==> config.mk <==
export PLATFORM = sky130hd
export DESIGN_NAME = calc_engine
export DESIGN_NICKNAME = d
export VERILOG_FILES = /design/src/rtl/calc_pkg.sv /design/src/rtl/calc_bin2bcd.sv /design/src/rtl/calc_engine.sv
export SDC_FILE = /design/constraint.sdc
export NUM_CORES = 1
export LEC_CHECK = 0
export ABC_CLOCK_PERIOD_IN_PS = 10500
export CAP_MARGIN = 15
export CORE_ASPECT_RATIO = 0.75
export CORE_MARGIN = 2
export CORE_UTILIZATION = 50
export CTS_BUF_LIST = sky130_fd_sc_hd__clkbuf_4 sky130_fd_sc_hd__clkbuf_8
export DETAILED_ROUTE_END_ITERATION = 8
export GPL_TIMING_DRIVEN = 0
export PLACE_DENSITY = 0.71
export SLEW_MARGIN = 10
export SYNTH_ARGS = -nofsm -noshare
export SYNTH_HDL_FRONTEND = slang
export SYNTH_HIERARCHICAL = 1
export SYNTH_SLANG_ARGS = --single-unit
==> constraint.sdc <==
create_clock -name clock -period 10.5 [get_ports clock]
set_clock_uncertainty 0.1 [all_clocks]
set_input_delay 2.1 -clock clock [delete_from_list [all_inputs] [get_ports clock]]
set_output_delay 2.1 -clock clock [all_outputs]
set_load 0.1 [all_outputs]
==> src/rtl/calc_pkg.sv <==
// Shared encodings for the calculator core: commands, status codes, FSM states
// and seven-segment glyphs ({dp,g,f,e,d,c,b,a}, active high).
package calc_pkg;

   localparam logic [3:0] CMD_ADD = 4'hA;
   localparam logic [3:0] CMD_SUB = 4'hB;
   localparam logic [3:0] CMD_MUL = 4'hC;
   localparam logic [3:0] CMD_DIV = 4'hD;
   localparam logic [3:0] CMD_EQ  = 4'hE;
   localparam logic [3:0] CMD_CLR = 4'hF;

   localparam logic [1:0] STAT_ENTRY  = 2'b00;
   localparam logic [1:0] STAT_BUSY   = 2'b01;
   localparam logic [1:0] STAT_ERROR  = 2'b10;
   localparam logic [1:0] STAT_RESULT = 2'b11;

   typedef enum logic [2:0] {
      ST_ENTRY,
      ST_EXEC,
      ST_MUL,
      ST_CONV,
      ST_ERROR
   } state_e;

   typedef enum logic [1:0] {
      OP_ADD,
      OP_SUB,
      OP_MUL,
      OP_DIV
   } op_e;

   localparam logic [7:0] SEG_MINUS = 8'h40;
   localparam logic [7:0] SEG_E     = 8'h79;
   localparam logic [7:0] SEG_BLANK = 8'h00;

   function automatic logic [7:0] seg_digit(input logic [3:0] d);
      case (d)
         4'd0:    return 8'h3F;
         4'd1:    return 8'h06;
         4'd2:    return 8'h5B;
         4'd3:    return 8'h4F;
         4'd4:    return 8'h66;
         4'd5:    return 8'h6D;
         4'd6:    return 8'h7D;
         4'd7:    return 8'h07;
         4'd8:    return 8'h7F;
         4'd9:    return 8'h6F;
         default: return SEG_BLANK;
      endcase
   endfunction

endpackage

==> src/rtl/calc_bin2bcd.sv <==
// Iterative double-dabble: converts a W-bit magnitude to NDIGITS BCD digits,
// one bit per cycle; done pulses for one cycle when bcd is valid.
module calc_bin2bcd
   import calc_pkg::*;
#(
   parameter int NDIGITS = 8,
   parameter int W       = 27
) (
   input  logic                   clock,
   input  logic                   reset,
   input  logic                   start,
   input  logic [W-1:0]           bin,
   output logic                   done,
   output logic [NDIGITS*4-1:0]   bcd
);
   localparam int SW = NDIGITS * 4;
   localparam int KW = $clog2(W + 1);

   logic [W-1:0]  sh_q, sh_d;
   logic [SW-1:0] bcd_q, bcd_d, adj;
   logic [KW-1:0] cnt_q, cnt_d;
   logic          busy_q, busy_d;
   logic          done_q, done_d;

   always_comb begin
      sh_d   = sh_q;
      bcd_d  = bcd_q;
      cnt_d  = cnt_q;
      busy_d = busy_q;
      done_d = 1'b0;
      adj    = bcd_q;
      for (int i = 0; i < NDIGITS; i++) begin
         if (bcd_q[i*4 +: 4] >= 4'd5) adj[i*4 +: 4] = bcd_q[i*4 +: 4] + 4'd3;
      end
      // The first bit is taken on the start cycle itself; an all-zero BCD needs no correction.
      if (start) begin
         sh_d   = bin << 1;
         bcd_d  = SW'(bin[W-1]);
         cnt_d  = KW'(W - 1);
         busy_d = 1'b1;
      end else if (busy_q) begin
         sh_d  = sh_q << 1;
         bcd_d = {adj[SW-2:0], sh_q[W-1]};
         cnt_d = cnt_q - 1'b1;
         if (cnt_q == KW'(1)) begin
            busy_d = 1'b0;
            done_d = 1'b1;
         end
      end
   end

   always_ff @(posedge clock or negedge reset) begin
      if (!reset) begin
         sh_q   <= '0;
         bcd_q  <= '0;
         cnt_q  <= '0;
         busy_q <= 1'b0;
         done_q <= 1'b0;
      end else begin
         sh_q   <= sh_d;
         bcd_q  <= bcd_d;
         cnt_q  <= cnt_d;
         busy_q <= busy_d;
         done_q <= done_d;
      end
   end

   assign done = done_q;
   assign bcd  = bcd_q;

endmodule

==> src/rtl/calc_engine.sv <==
// Calculator core: decimal entry, add/sub/multiply (divide with CALC_DIV_EN),
// seven-segment display with sign, error and busy status.
//
// state    | meaning
// ENTRY    | accepting digits/operators; shows entry or last result
// EXEC     | one cycle: add/sub result, or set up the iterative datapath
// MUL      | W-cycle shift-add multiply or restoring divide
// CONV     | waiting for binary-to-BCD conversion, then display update
// ERROR    | overflow or divide by zero; only clear exits
module calc_engine
   import calc_pkg::*;
#(
   parameter int NDIGITS = 8
) (
   input  logic                    clock,
   input  logic                    reset,
   input  logic                    cmd_valid,
   input  logic [3:0]              cmd,
   output logic                    cmd_ready,
   output logic [NDIGITS-1:0][7:0] displays,
   output logic [1:0]              status
);
   localparam int W  = $clog2(10**NDIGITS);
   localparam int SW = NDIGITS * 4;
   localparam int CW = $clog2(NDIGITS + 1);
   localparam int KW = $clog2(W + 1);

   localparam logic [2*W-1:0] MAX_POS = (2*W)'(10**NDIGITS - 1);
   localparam logic [2*W-1:0] MAX_NEG = (2*W)'(10**(NDIGITS-1) - 1);
   localparam logic [CW-1:0]  NDIG    = CW'(NDIGITS);
   localparam logic [W-1:0]   TEN     = W'(10);
   localparam logic [NDIGITS-1:0][7:0] DISP_ZERO = (NDIGITS*8)'(8'h3F);
   localparam logic [NDIGITS-1:0][7:0] DISP_ERR  = (NDIGITS*8)'(SEG_E);

   state_e                   state_q, state_d;
   op_e                      op_q, op_d, nxt_op_q, nxt_op_d, new_op;
   logic                     pend_q, pend_d, chain_q, chain_d;
   logic                     a_neg_q, a_neg_d, res_neg_q, res_neg_d;
   logic [W-1:0]             a_mag_q, a_mag_d, acc_q, acc_d, res_mag_q, res_mag_d;
   logic [SW-1:0]            shadow_q, shadow_d;
   logic [CW-1:0]            cnt_q, cnt_d;
   logic                     shown_q, shown_d, have_res_q, have_res_d;
   logic [2*W-1:0]           prod_q, prod_d, mcand_q, mcand_d;
   logic [W-1:0]             mplier_q, mplier_d;
   logic [KW-1:0]            step_q, step_d;
   logic                     start_q, start_d;
   logic [NDIGITS-1:0][7:0]  disp_q, disp_d;
   logic [1:0]               status_q, status_d;
   logic                     ready_q, ready_d;

   logic                     accept, is_op, clr_all, fin_en, fin_neg;
   logic [2*W-1:0]           fin_mag;
   logic signed [W+1:0]      a_val, b_val, sum;
   logic [W+1:0]             sum_mag;
   logic                     bcd_done;
   logic [SW-1:0]            bcd_val;
`ifdef CALC_DIV_EN
   logic [W:0]               rem_sh;
   logic                     qbit;
`endif

   // Leading zeros blank; the minus sign sits just left of the most significant digit.
   function automatic logic [NDIGITS-1:0][7:0] fmt(input logic [SW-1:0] bcd, input logic neg);
      logic [NDIGITS-1:0][7:0] r;
      int msd;
      r   = '0;
      msd = 0;
      for (int i = 0; i < NDIGITS; i++) begin
         if (bcd[i*4 +: 4] != 4'd0) msd = i;
      end
      for (int i = 0; i < NDIGITS; i++) begin
         if (i <= msd) r[i] = seg_digit(bcd[i*4 +: 4]);
         else if (neg && i == msd + 1) r[i] = SEG_MINUS;
      end
      return r;
   endfunction

   calc_bin2bcd #(.NDIGITS(NDIGITS), .W(W)) u_bin2bcd (
      .clock (clock),
      .reset (reset),
      .start (start_q),
      .bin   (res_mag_q),
      .done  (bcd_done),
      .bcd   (bcd_val)
   );

   always_comb begin
      state_d    = state_q;
      op_d       = op_q;
      nxt_op_d   = nxt_op_q;
      pend_d     = pend_q;
      chain_d    = chain_q;
      a_neg_d    = a_neg_q;
      a_mag_d    = a_mag_q;
      acc_d      = acc_q;
      shadow_d   = shadow_q;
      cnt_d      = cnt_q;
      res_neg_d  = res_neg_q;
      res_mag_d  = res_mag_q;
      shown_d    = shown_q;
      have_res_d = have_res_q;
      prod_d     = prod_q;
      mcand_d    = mcand_q;
      mplier_d   = mplier_q;
      step_d     = step_q;
      start_d    = 1'b0;
      disp_d     = disp_q;
      accept     = cmd_valid & ready_q;
      clr_all    = 1'b0;
      fin_en     = 1'b0;
      fin_neg    = 1'b0;
      fin_mag    = '0;
      a_val      = '0;
      b_val      = '0;
      sum        = '0;
      sum_mag    = '0;
`ifdef CALC_DIV_EN
      rem_sh     = '0;
      qbit       = 1'b0;
`endif
      is_op  = 1'b1;
      new_op = OP_ADD;
      case (cmd)
         CMD_ADD: new_op = OP_ADD;
         CMD_SUB: new_op = OP_SUB;
         CMD_MUL: new_op = OP_MUL;
`ifdef CALC_DIV_EN
         CMD_DIV: new_op = OP_DIV;
`endif
         default: is_op = 1'b0;
      endcase

      case (state_q)
         ST_ENTRY: begin
            if (accept) begin
               if (cmd < 4'd10) begin
                  if (shown_q) begin
                     acc_d    = W'(cmd);
                     shadow_d = SW'(cmd);
                     cnt_d    = CW'(1);
                     shown_d  = 1'b0;
                     disp_d   = fmt(shadow_d, 1'b0);
                  end else if (cnt_q < NDIG) begin
                     acc_d    = acc_q * TEN + W'(cmd);
                     shadow_d = {shadow_q[SW-5:0], cmd};
                     cnt_d    = cnt_q + 1'b1;
                     disp_d   = fmt(shadow_d, 1'b0);
                  end
               end else if (is_op) begin
                  if (pend_q && cnt_q == '0) begin
                     op_d = new_op;
                  end else if (pend_q) begin
                     state_d  = ST_EXEC;
                     chain_d  = 1'b1;
                     nxt_op_d = new_op;
                  end else begin
                     a_neg_d  = (cnt_q == '0) && have_res_q && res_neg_q;
                     a_mag_d  = (cnt_q != '0) ? acc_q : (have_res_q ? res_mag_q : '0);
                     op_d     = new_op;
                     pend_d   = 1'b1;
                     acc_d    = '0;
                     shadow_d = '0;
                     cnt_d    = '0;
                     shown_d  = 1'b0;
                  end
               end else if (cmd == CMD_EQ) begin
                  if (pend_q) begin
                     state_d = ST_EXEC;
                     chain_d = 1'b0;
                  end
               end else if (cmd == CMD_CLR) begin
                  clr_all = 1'b1;
               end
            end
         end

         ST_EXEC: begin
            case (op_q)
               OP_ADD, OP_SUB: begin
                  a_val = $signed({2'b00, a_mag_q});
                  if (a_neg_q) a_val = -a_val;
                  b_val   = $signed({2'b00, acc_q});
                  sum     = (op_q == OP_ADD) ? a_val + b_val : a_val - b_val;
                  sum_mag = sum[W+1] ? -sum : sum;
                  fin_en  = 1'b1;
                  fin_neg = sum[W+1];
                  fin_mag = (2*W)'(sum_mag);
               end
               OP_MUL: begin
                  prod_d   = '0;
                  mcand_d  = (2*W)'(a_mag_q);
                  mplier_d = acc_q;
                  step_d   = KW'(W);
                  state_d  = ST_MUL;
               end
`ifdef CALC_DIV_EN
               OP_DIV: begin
                  if (acc_q == '0) begin
                     state_d = ST_ERROR;
                     disp_d  = DISP_ERR;
                  end else begin
                     prod_d   = '0;
                     mplier_d = a_mag_q;
                     step_d   = KW'(W);
                     state_d  = ST_MUL;
                  end
               end
`endif
               default: begin
                  state_d = ST_ERROR;
                  disp_d  = DISP_ERR;
               end
            endcase
         end

         ST_MUL: begin
            step_d = step_q - 1'b1;
`ifdef CALC_DIV_EN
            // Restoring divide: remainder lives in prod_q, quotient shifts into mplier_q.
            if (op_q == OP_DIV) begin
               rem_sh = {prod_q[W-1:0], mplier_q[W-1]};
               if (rem_sh >= {1'b0, acc_q}) begin
                  rem_sh = rem_sh - {1'b0, acc_q};
                  qbit   = 1'b1;
               end
               prod_d   = (2*W)'(rem_sh);
               mplier_d = {mplier_q[W-2:0], qbit};
               fin_mag  = (2*W)'(mplier_d);
            end else begin
`else
            begin
`endif
               prod_d   = mplier_q[0] ? prod_q + mcand_q : prod_q;
               mcand_d  = mcand_q << 1;
               mplier_d = mplier_q >> 1;
               fin_mag  = prod_d;
            end
            if (step_q == KW'(1)) begin
               fin_en  = 1'b1;
               fin_neg = a_neg_q && (fin_mag != '0);
            end
         end

         ST_CONV: begin
            if (bcd_done) begin
               disp_d     = fmt(bcd_val, res_neg_q);
               state_d    = ST_ENTRY;
               shown_d    = 1'b1;
               have_res_d = 1'b1;
               acc_d      = '0;
               shadow_d   = '0;
               cnt_d      = '0;
               chain_d    = 1'b0;
               pend_d     = chain_q;
               if (chain_q) begin
                  a_neg_d = res_neg_q;
                  a_mag_d = res_mag_q;
                  op_d    = nxt_op_q;
               end
            end
         end

         ST_ERROR: begin
            if (accept && cmd == CMD_CLR) clr_all = 1'b1;
         end

         default: begin
            state_d = ST_ERROR;
            disp_d  = DISP_ERR;
         end
      endcase

      if (fin_en) begin
         if (fin_neg ? (fin_mag > MAX_NEG) : (fin_mag > MAX_POS)) begin
            state_d = ST_ERROR;
            disp_d  = DISP_ERR;
         end else begin
            state_d   = ST_CONV;
            start_d   = 1'b1;
            res_neg_d = fin_neg;
            res_mag_d = fin_mag[W-1:0];
         end
      end

      if (clr_all) begin
         state_d    = ST_ENTRY;
         op_d       = OP_ADD;
         nxt_op_d   = OP_ADD;
         pend_d     = 1'b0;
         chain_d    = 1'b0;
         a_neg_d    = 1'b0;
         a_mag_d    = '0;
         acc_d      = '0;
         shadow_d   = '0;
         cnt_d      = '0;
         res_neg_d  = 1'b0;
         res_mag_d  = '0;
         shown_d    = 1'b0;
         have_res_d = 1'b0;
         disp_d     = DISP_ZERO;
      end

      ready_d = (state_d == ST_ENTRY) || (state_d == ST_ERROR);
      case (state_d)
         ST_ENTRY: status_d = shown_d ? STAT_RESULT : STAT_ENTRY;
         ST_ERROR: status_d = STAT_ERROR;
         default:  status_d = STAT_BUSY;
      endcase
   end

   always_ff @(posedge clock or negedge reset) begin
      if (!reset) begin
         state_q    <= ST_ENTRY;
         op_q       <= OP_ADD;
         nxt_op_q   <= OP_ADD;
         pend_q     <= 1'b0;
         chain_q    <= 1'b0;
         a_neg_q    <= 1'b0;
         a_mag_q    <= '0;
         acc_q      <= '0;
         shadow_q   <= '0;
         cnt_q      <= '0;
         res_neg_q  <= 1'b0;
         res_mag_q  <= '0;
         shown_q    <= 1'b0;
         have_res_q <= 1'b0;
         prod_q     <= '0;
         mcand_q    <= '0;
         mplier_q   <= '0;
         step_q     <= '0;
         start_q    <= 1'b0;
         disp_q     <= DISP_ZERO;
         status_q   <= STAT_ENTRY;
         ready_q    <= 1'b1;
      end else begin
         state_q    <= state_d;
         op_q       <= op_d;
         nxt_op_q   <= nxt_op_d;
         pend_q     <= pend_d;
         chain_q    <= chain_d;
         a_neg_q    <= a_neg_d;
         a_mag_q    <= a_mag_d;
         acc_q      <= acc_d;
         shadow_q   <= shadow_d;
         cnt_q      <= cnt_d;
         res_neg_q  <= res_neg_d;
         res_mag_q  <= res_mag_d;
         shown_q    <= shown_d;
         have_res_q <= have_res_d;
         prod_q     <= prod_d;
         mcand_q    <= mcand_d;
         mplier_q   <= mplier_d;
         step_q     <= step_d;
         start_q    <= start_d;
         disp_q     <= disp_d;
         status_q   <= status_d;
         ready_q    <= ready_d;
      end
   end

   assign cmd_ready = ready_q;
   assign displays  = disp_q;
   assign status    = status_q;

endmodule

==> results.txt, run 1 <==
Synth warnings - 6
Final Hold Viols - 0
Fin crit share - 0.880
Max-slew headroom - 0.230
Total CTS buffers - 71
Htree depth - 3
Number of synthesized flops with an enable pin - 0
Minimum clock period - 9.24 ns
Post-CTS Hold Buffers - 0
Layout cell share with drive strength beyond 1 - 0.0604
Met2 usage - 0.429
Arrival @ worst endpoint - 9.73 ns
Clock sinks - 398
Initial DRC Count - 4227
TritonCTS clock tree - done
I/O Buffers - 73
Drc violations - 0
Yosys reg bits - 398
Global route hottest layer - met1
Core footprint - 62200 um2
Gpl congestion - 1.00
Netlist cell types - 96
Final setup viols - 0
Maximum clock rate - 108 MHz
Drt wl/cell - 23.0 um
First-pass iteration count of the detailed router - 6
Post-Synthesis Cells - 3905
Setup crit end kind - flop
Die Wd - 294 um
Crit path depth - 29
Met3 Track Usage GR - 0.118
Max cap viols - 0
PwrDens - 278 nW/um2
Total placed cells including tap cells - 4796
Row count - 79
Critical-path top delay cell - xnor2_1
First-pass GRT wire length - 172000 um
Mean area per synthesized cell - 8.07 um2
Critical path buffers and inverters - 5
Die Area - 65100 um2
Worst hold path class - reg2reg
Routed wire length - 113000 um
DR vias - 31.8k
Clk_lat worst skew - 0.69 ns
Post-route core utilization - 0.561
Reg2Reg Depth - 29
Sequential share of the synthesized area - 0.316
Setup crit start - acc_q[2]$_DFFE_PN0P_
Vias in the first global route - 28.1k
Leak Pwr - 15.5 nW
IO Pins - 74
Synth Flop Type - dfrtp_1
Unrepaired setup endpoints after global routing - false
Initial antenna violation count - 4
Antenna Nets Post-Route - 0
Critical-path maximum fanout - 10
Max VDD drop - 0.000220 V
Syn-to-layout area delta - 10.7%
Fin. max-slew vios - 0
Post-DP HPWL - 87400 um
Setup Fix Bufs, Post-CTS - 0
Setup slack, reg-to-reg - 1.26 ns
Mapped cell area - 31500 um2
Clock-pin slew on the worst setup and hold paths - 0.06 ns
Initial Util - 0.507
Syn Nets - 4162
Slowest stage delay, CP - 0.81 ns
Worst setup path end - res_mag_q[19]$_DFFE_PN0P_
Clock root cell - clkbuf_8
Critical path data required time - 10.99 ns
PostCTS Resize Cnt - 0
Vias per cell - 6.46
Met1 GRT Util - 0.545
Finished Layout Cells - 4917
CP top delay family - simple AND/OR/NAND/NOR gates
Largest net degree at the start of global routing - 109
Worst Tran Pin Value - 1.16 ns
Total Routing Usage GR - 0.341
Nets - 4318
Crit Path Class - reg2reg
Reg-to-reg startpoint - acc_q[2]$_DFFE_PN0P_
RR Endpoint - res_mag_q[19]$_DFFE_PN0P_
Outcome - finished clean
Synth async-reset ratio - 1.00
Die Ht - 221 um
Congestion Overflow GR - 0
Startpoint types - flop
Clk buf depth - 3
## tightest hold or removal path, stage by stage (launching register included)
cell	delay, ns
dfrtp_1	0.34
nand2_1	0.05
nand2_1	0.06
## cells in the mapped netlist, types with 11 or more instances
library cell  count  share of area
nand2_1         602          0.072
dfrtp_1         391           0.31
o21ai_0         335          0.053
a21oi_1         290          0.046
nor2_1          270          0.032
ha_1            246          0.098
clkbuf_1        187          0.022
inv_1           124          0.015
xnor2_1         114          0.032
nand3_1         100          0.016
nor3_1           99          0.016
a22oi_1          83          0.020
mux2i_1          74          0.024
xor2_1           68          0.019
a21o_1           52          0.012
nand2b_1         52          0.010
nand4_1          44         0.0087
a31oi_1          39         0.0077
nor4_1           37         0.0073
a211oi_1         36         0.0086
or3_1            35         0.0069
a221oi_1         34         0.0094
o31ai_1          34         0.0081
a22o_1           32         0.0089
o22ai_1          32         0.0064
nor2b_1          31         0.0062
and3_1           30         0.0060
or4_1            28         0.0067
o21a_1           24         0.0057
and2_1           22         0.0044
nor3_2           22         0.0070
buf_2            17         0.0027
o211ai_1         17         0.0040
or2_2            17         0.0034
buf_1            16         0.0019
a311oi_1         13         0.0036
nand4b_1         13         0.0036
nor3b_1          13         0.0031
o21bai_1         12         0.0029
buf_6            11         0.0039
## cells in the final DEF (no fill, tap or decap), types with 74 or more instances in the layout
cell type  instances
nand3_1          100
dfrtp_1          391
clkbuf_8          84
clkbuf_1         187
inv_1            124
nor2_1           270
nor3_1            98
a22oi_1           83
ha_1             246
nand2_1          602
a21oi_1          290
xnor2_1          114
o21ai_0          335
mux2i_1           74
## cells by family after synthesis
family                     share of synthesized area
AOI/OAI and AO/OA                              0.235
xor gates and xnor gates                      0.0516
adders and majority gates                      0.101
buffers and inverters                         0.0471
DFF                                            0.316
muxes                                         0.0267
and+or+nand+nor                                0.223
## worst min path at each step
stage / startpoint / to / slack [ns] / cells after the start
6_report: mplier_q[16]$_DFFE_PN0P_ / mplier_q[16]$_DFFE_PN0P_ / 0.38 / 2
2_1_floorplan: step_q[3]$_DFFE_PN0P_ / step_q[3]$_DFFE_PN0P_ / 0.35 / 1
3_3_place_gp: mplier_q[14]$_DFFE_PN0P_ / mplier_q[14]$_DFFE_PN0P_ / 0.36 / 2
4_1_cts: mplier_q[5]$_DFFE_PN0P_ / mplier_q[5]$_DFFE_PN0P_ / 0.38 / 2
5_1_grt: mplier_q[17]$_DFFE_PN0P_ / mplier_q[17]$_DFFE_PN0P_ / 0.39 / 2
3_5_place_dp: mplier_q[5]$_DFFE_PN0P_ / mplier_q[5]$_DFFE_PN0P_ / 0.36 / 2
## layout make-up
| cell class | instances | area (um2) |
|---|---|---|
| inverters | 125 | 469 |
| flip-flops and latches | 398 | 9970 |
| clock buffers | 105 | 1310 |
| clock inverters | 13 | 155 |
| plain buffers | 237 | 1020 |
| diodes | 1 | 2.50 |
| fillers | 5770 | 27300 |
| repair buffers | 83 | 871 |
| well taps | 810 | 1010 |
| multi-input cells | 3145 | 20100 |
## stage by stage
step	TNS (ns)	hold WS, ns	cell area (um2)	total power [W]	setup slack [ns]
after floorplan	0	0.346	31500	0.00618	3.02
after global placement	-4230.57	0.358	33300	0.00779	-10.82
after detailed placement	0	0.365	33400	0.00787	1.48
after CTS	0	0.378	34900	0.00946	1.42
after global routing	0	0.392	34900	0.0102	0.768
final	0	0.376	34900	0.00969	1.26
## state kept, by name, summed over array words and instances (netlist names), 3 cells and up
| signal | cells |
|---|---|
| a_mag_q | 27 |
| acc_q | 27 |
| cnt_q | 4 |
| displays | 64 |
| mcand_q | 54 |
| mplier_q | 27 |
| prod_q | 54 |
| res_mag_q | 27 |
| shadow_q | 27 |
| state_q | 3 |
| step_q | 5 |
| u_bin2bcd/bcd | 32 |
| u_bin2bcd/cnt_q | 5 |
| u_bin2bcd/sh_q | 26 |
## power breakdown
group          switching, W  internal [W]  leakage, nW
clock              0.000699      0.000872        0.777
sequential         0.000466       0.00180         5.43
combinational       0.00403       0.00182         9.30
total               0.00519       0.00449         15.5
## layer usage
metal  vias to the layer above  wire [um]
li1                      14500          -
met1                     15300      52400
met2                      1850      42400
met3                       164      16000
met4                         0       2200
met5                         -          0
Power figures use the tool's default switching activity.
==> run 2: changes to the inputs <==
--- a/config.mk
+++ b/config.mk
@@ -13,7 +13,7 @@
 export CTS_BUF_LIST = sky130_fd_sc_hd__clkbuf_4 sky130_fd_sc_hd__clkbuf_8
 export DETAILED_ROUTE_END_ITERATION = 8
 export GPL_TIMING_DRIVEN = 0
-export PLACE_DENSITY = 0.71
+export PLACE_DENSITY_LB_ADDON = 0.05
 export SLEW_MARGIN = 10
 export SYNTH_ARGS = -nofsm -noshare
 export SYNTH_HDL_FRONTEND = slang
==> results.txt, run 2 (same netlist as run 1, synthesis figures left out) <==
Outcome - finished clean
Total CTS buffers - 72
Max VDD drop - 0.000197 V
Syn-to-layout area delta - 10.9%
DR vias - 31.3k
Largest net degree at the start of global routing - 109
Setup slack, reg-to-reg - 1.24 ns
Initial DRC Count - 3823
Final setup viols - 0
Antenna Nets Post-Route - 0
Fin. max-slew vios - 0
Critical path data required time - 11.00 ns
Core footprint - 62200 um2
Fin crit share - 0.882
PwrDens - 278 nW/um2
Total Routing Usage GR - 0.355
TritonCTS clock tree - done
Arrival @ worst endpoint - 9.76 ns
Initial Util - 0.507
Worst Tran Pin Value - 1.21 ns
Row count - 79
Worst hold path class - reg2reg
Nets - 4316
Reg2Reg Depth - 29
Max-slew headroom - 0.192
Leading cell type in the layout, fill and taps excluded - nand2_1
Maximum clock rate - 108 MHz
Die Area - 65100 um2
Routed wire length - 117000 um
Final Hold Viols - 0
Vias per cell - 6.34
Worst hold path stage count - 2
Htree depth - 3
Slowest stage delay, CP - 0.88 ns
Layout cell share with drive strength beyond 1 - 0.0630
Minimum clock period - 9.26 ns
Critical-path top delay cell - xnor2_1
Setup Fix Bufs, Post-CTS - 0
Clock-pin slew on the worst setup and hold paths - 0.06 ns
Clk buf depth - 3
First-pass iteration count of the detailed router - 8
Critical-path maximum fanout - 10
IO Pins - 74
I/O Buffers - 73
Drt wl/cell - 23.8 um
Drc violations - 0
Setup crit end kind - flop
Die Wd - 294 um
Clk_lat worst skew - 0.72 ns
Post-DP HPWL - 92600 um
Post-CTS Hold Buffers - 0
Commonest non-fill, non-tap cells in the layout - nand2_1, dfrtp_1, o21ai_0, a21oi_1, nor2_1
Vias in the first global route - 27.8k
Congestion Overflow GR - 0
First-pass GRT wire length - 177000 um
Startpoint types - flop
Clock sinks - 398
Setup ws final - 1.24 ns
Reg-to-reg startpoint - acc_q[2]$_DFFE_PN0P_
Clock root cell - clkbuf_8
Crit Path Class - reg2reg
Hold path startpoint - mplier_q[22]$_DFFE_PN0P_
Worst slack, placed - 1.46 ns
Gpl congestion - 1.01
Hold Path End - mplier_q[21]$_DFFE_PN0P_
RR Endpoint - status[0]$_DFF_PN0_
Initial antenna violation count - 9
Max cap viols - 0
Max FFs per register - 64
Leak Pwr - 15.5 nW
Die Ht - 221 um
Unrepaired setup endpoints after global routing - false
Final setup TNS - 0 ns
PostCTS Resize Cnt - 0
[run 2: changes by cell type in the layout (fill, tap and decap cells not counted), moves of 2 or more]
cell | previous run | this run
inv_6 | 1 | 3
buf_1 | 18 | 16
buf_6 | 13 | 11
clkbuf_4 | 22 | 26
diode_2 | 1 | 4
clkinvlp_4 | 2 | 5
[run 2: cell type report]
class / instances / area, um2
inverters: 125 / 469
well taps: 810 / 1010
flip-flops and latches: 398 / 9970
fillers: 5907 / 27200
plain buffers: 237 / 1020
clock inverters: 19 / 198
diodes: 4 / 10.0
repair buffers: 80 / 866
clock buffers: 109 / 1340
multi-input cells: 3145 / 20100
[run 2: how the worst max path moves through the flow]
stage | end | cells after the start | slack (ns) | from
3_3_place_gp | prod_q[9]$_DFFE_PN0P_ | 1 | -10.97 | reset
6_report | status[0]$_DFF_PN0_ | 29 | 1.24 | acc_q[2]$_DFFE_PN0P_
5_1_grt | res_mag_q[17]$_DFFE_PN0P_ | 29 | 0.70 | acc_q[2]$_DFFE_PN0P_
2_1_floorplan | res_mag_q[11]$_DFFE_PN0P_ | 26 | 3.02 | acc_q[5]$_DFFE_PN0P_
3_5_place_dp | res_mag_q[18]$_DFFE_PN0P_ | 29 | 1.46 | acc_q[2]$_DFFE_PN0P_
4_1_cts | res_mag_q[18]$_DFFE_PN0P_ | 29 | 1.40 | acc_q[2]$_DFFE_PN0P_
[run 2: through the flow]
stage          total power (W)  std cells  instance area (um2)  hold slack, ns  utilization
2_1_floorplan          0.00618       3905                31500           0.346            -
3_3_place_gp           0.00785       4788                33300           0.361        0.535
3_5_place_dp           0.00788       4795                33400           0.364        0.538
4_1_cts                0.00952       4923                35000           0.378        0.562
5_1_grt                 0.0103       4926                35000           0.394        0.562
6_report               0.00971       4927                35000           0.376        0.562
[run 2: critical path, delay by kind of cell (launching register included)]
family | cells | cell delay, ns
and+or+nand+nor | 11 | 3.61
adders and majority gates | 1 | 0.29
xor gates and xnor gates | 3 | 1.41
buffers and inverters | 5 | 1.38
DFF | 1 | 0.41
AOI/OAI and AO/OA | 9 | 1.99
[run 2: where the power goes]
group / internal [W] / switching (W) / leakage (nW) / total, W
registers: 0.00181 / 0.000459 / 5.43 / 0.00226
clock network: 0.000892 / 0.000725 / 0.805 / 0.00162
logic: 0.00182 / 0.00401 / 9.30 / 0.00583
total: 0.00451 / 0.00520 / 15.5 / 0.00971
[run 2: routing by layer]
layer,vias up,part of all wire,GRT usage
li1,14500,-,-
met1,15100,0.48,0.576
met2,1524,0.35,0.411
met3,135,0.15,0.159
met4,0,0.017,0.0698
met5,-,0,0
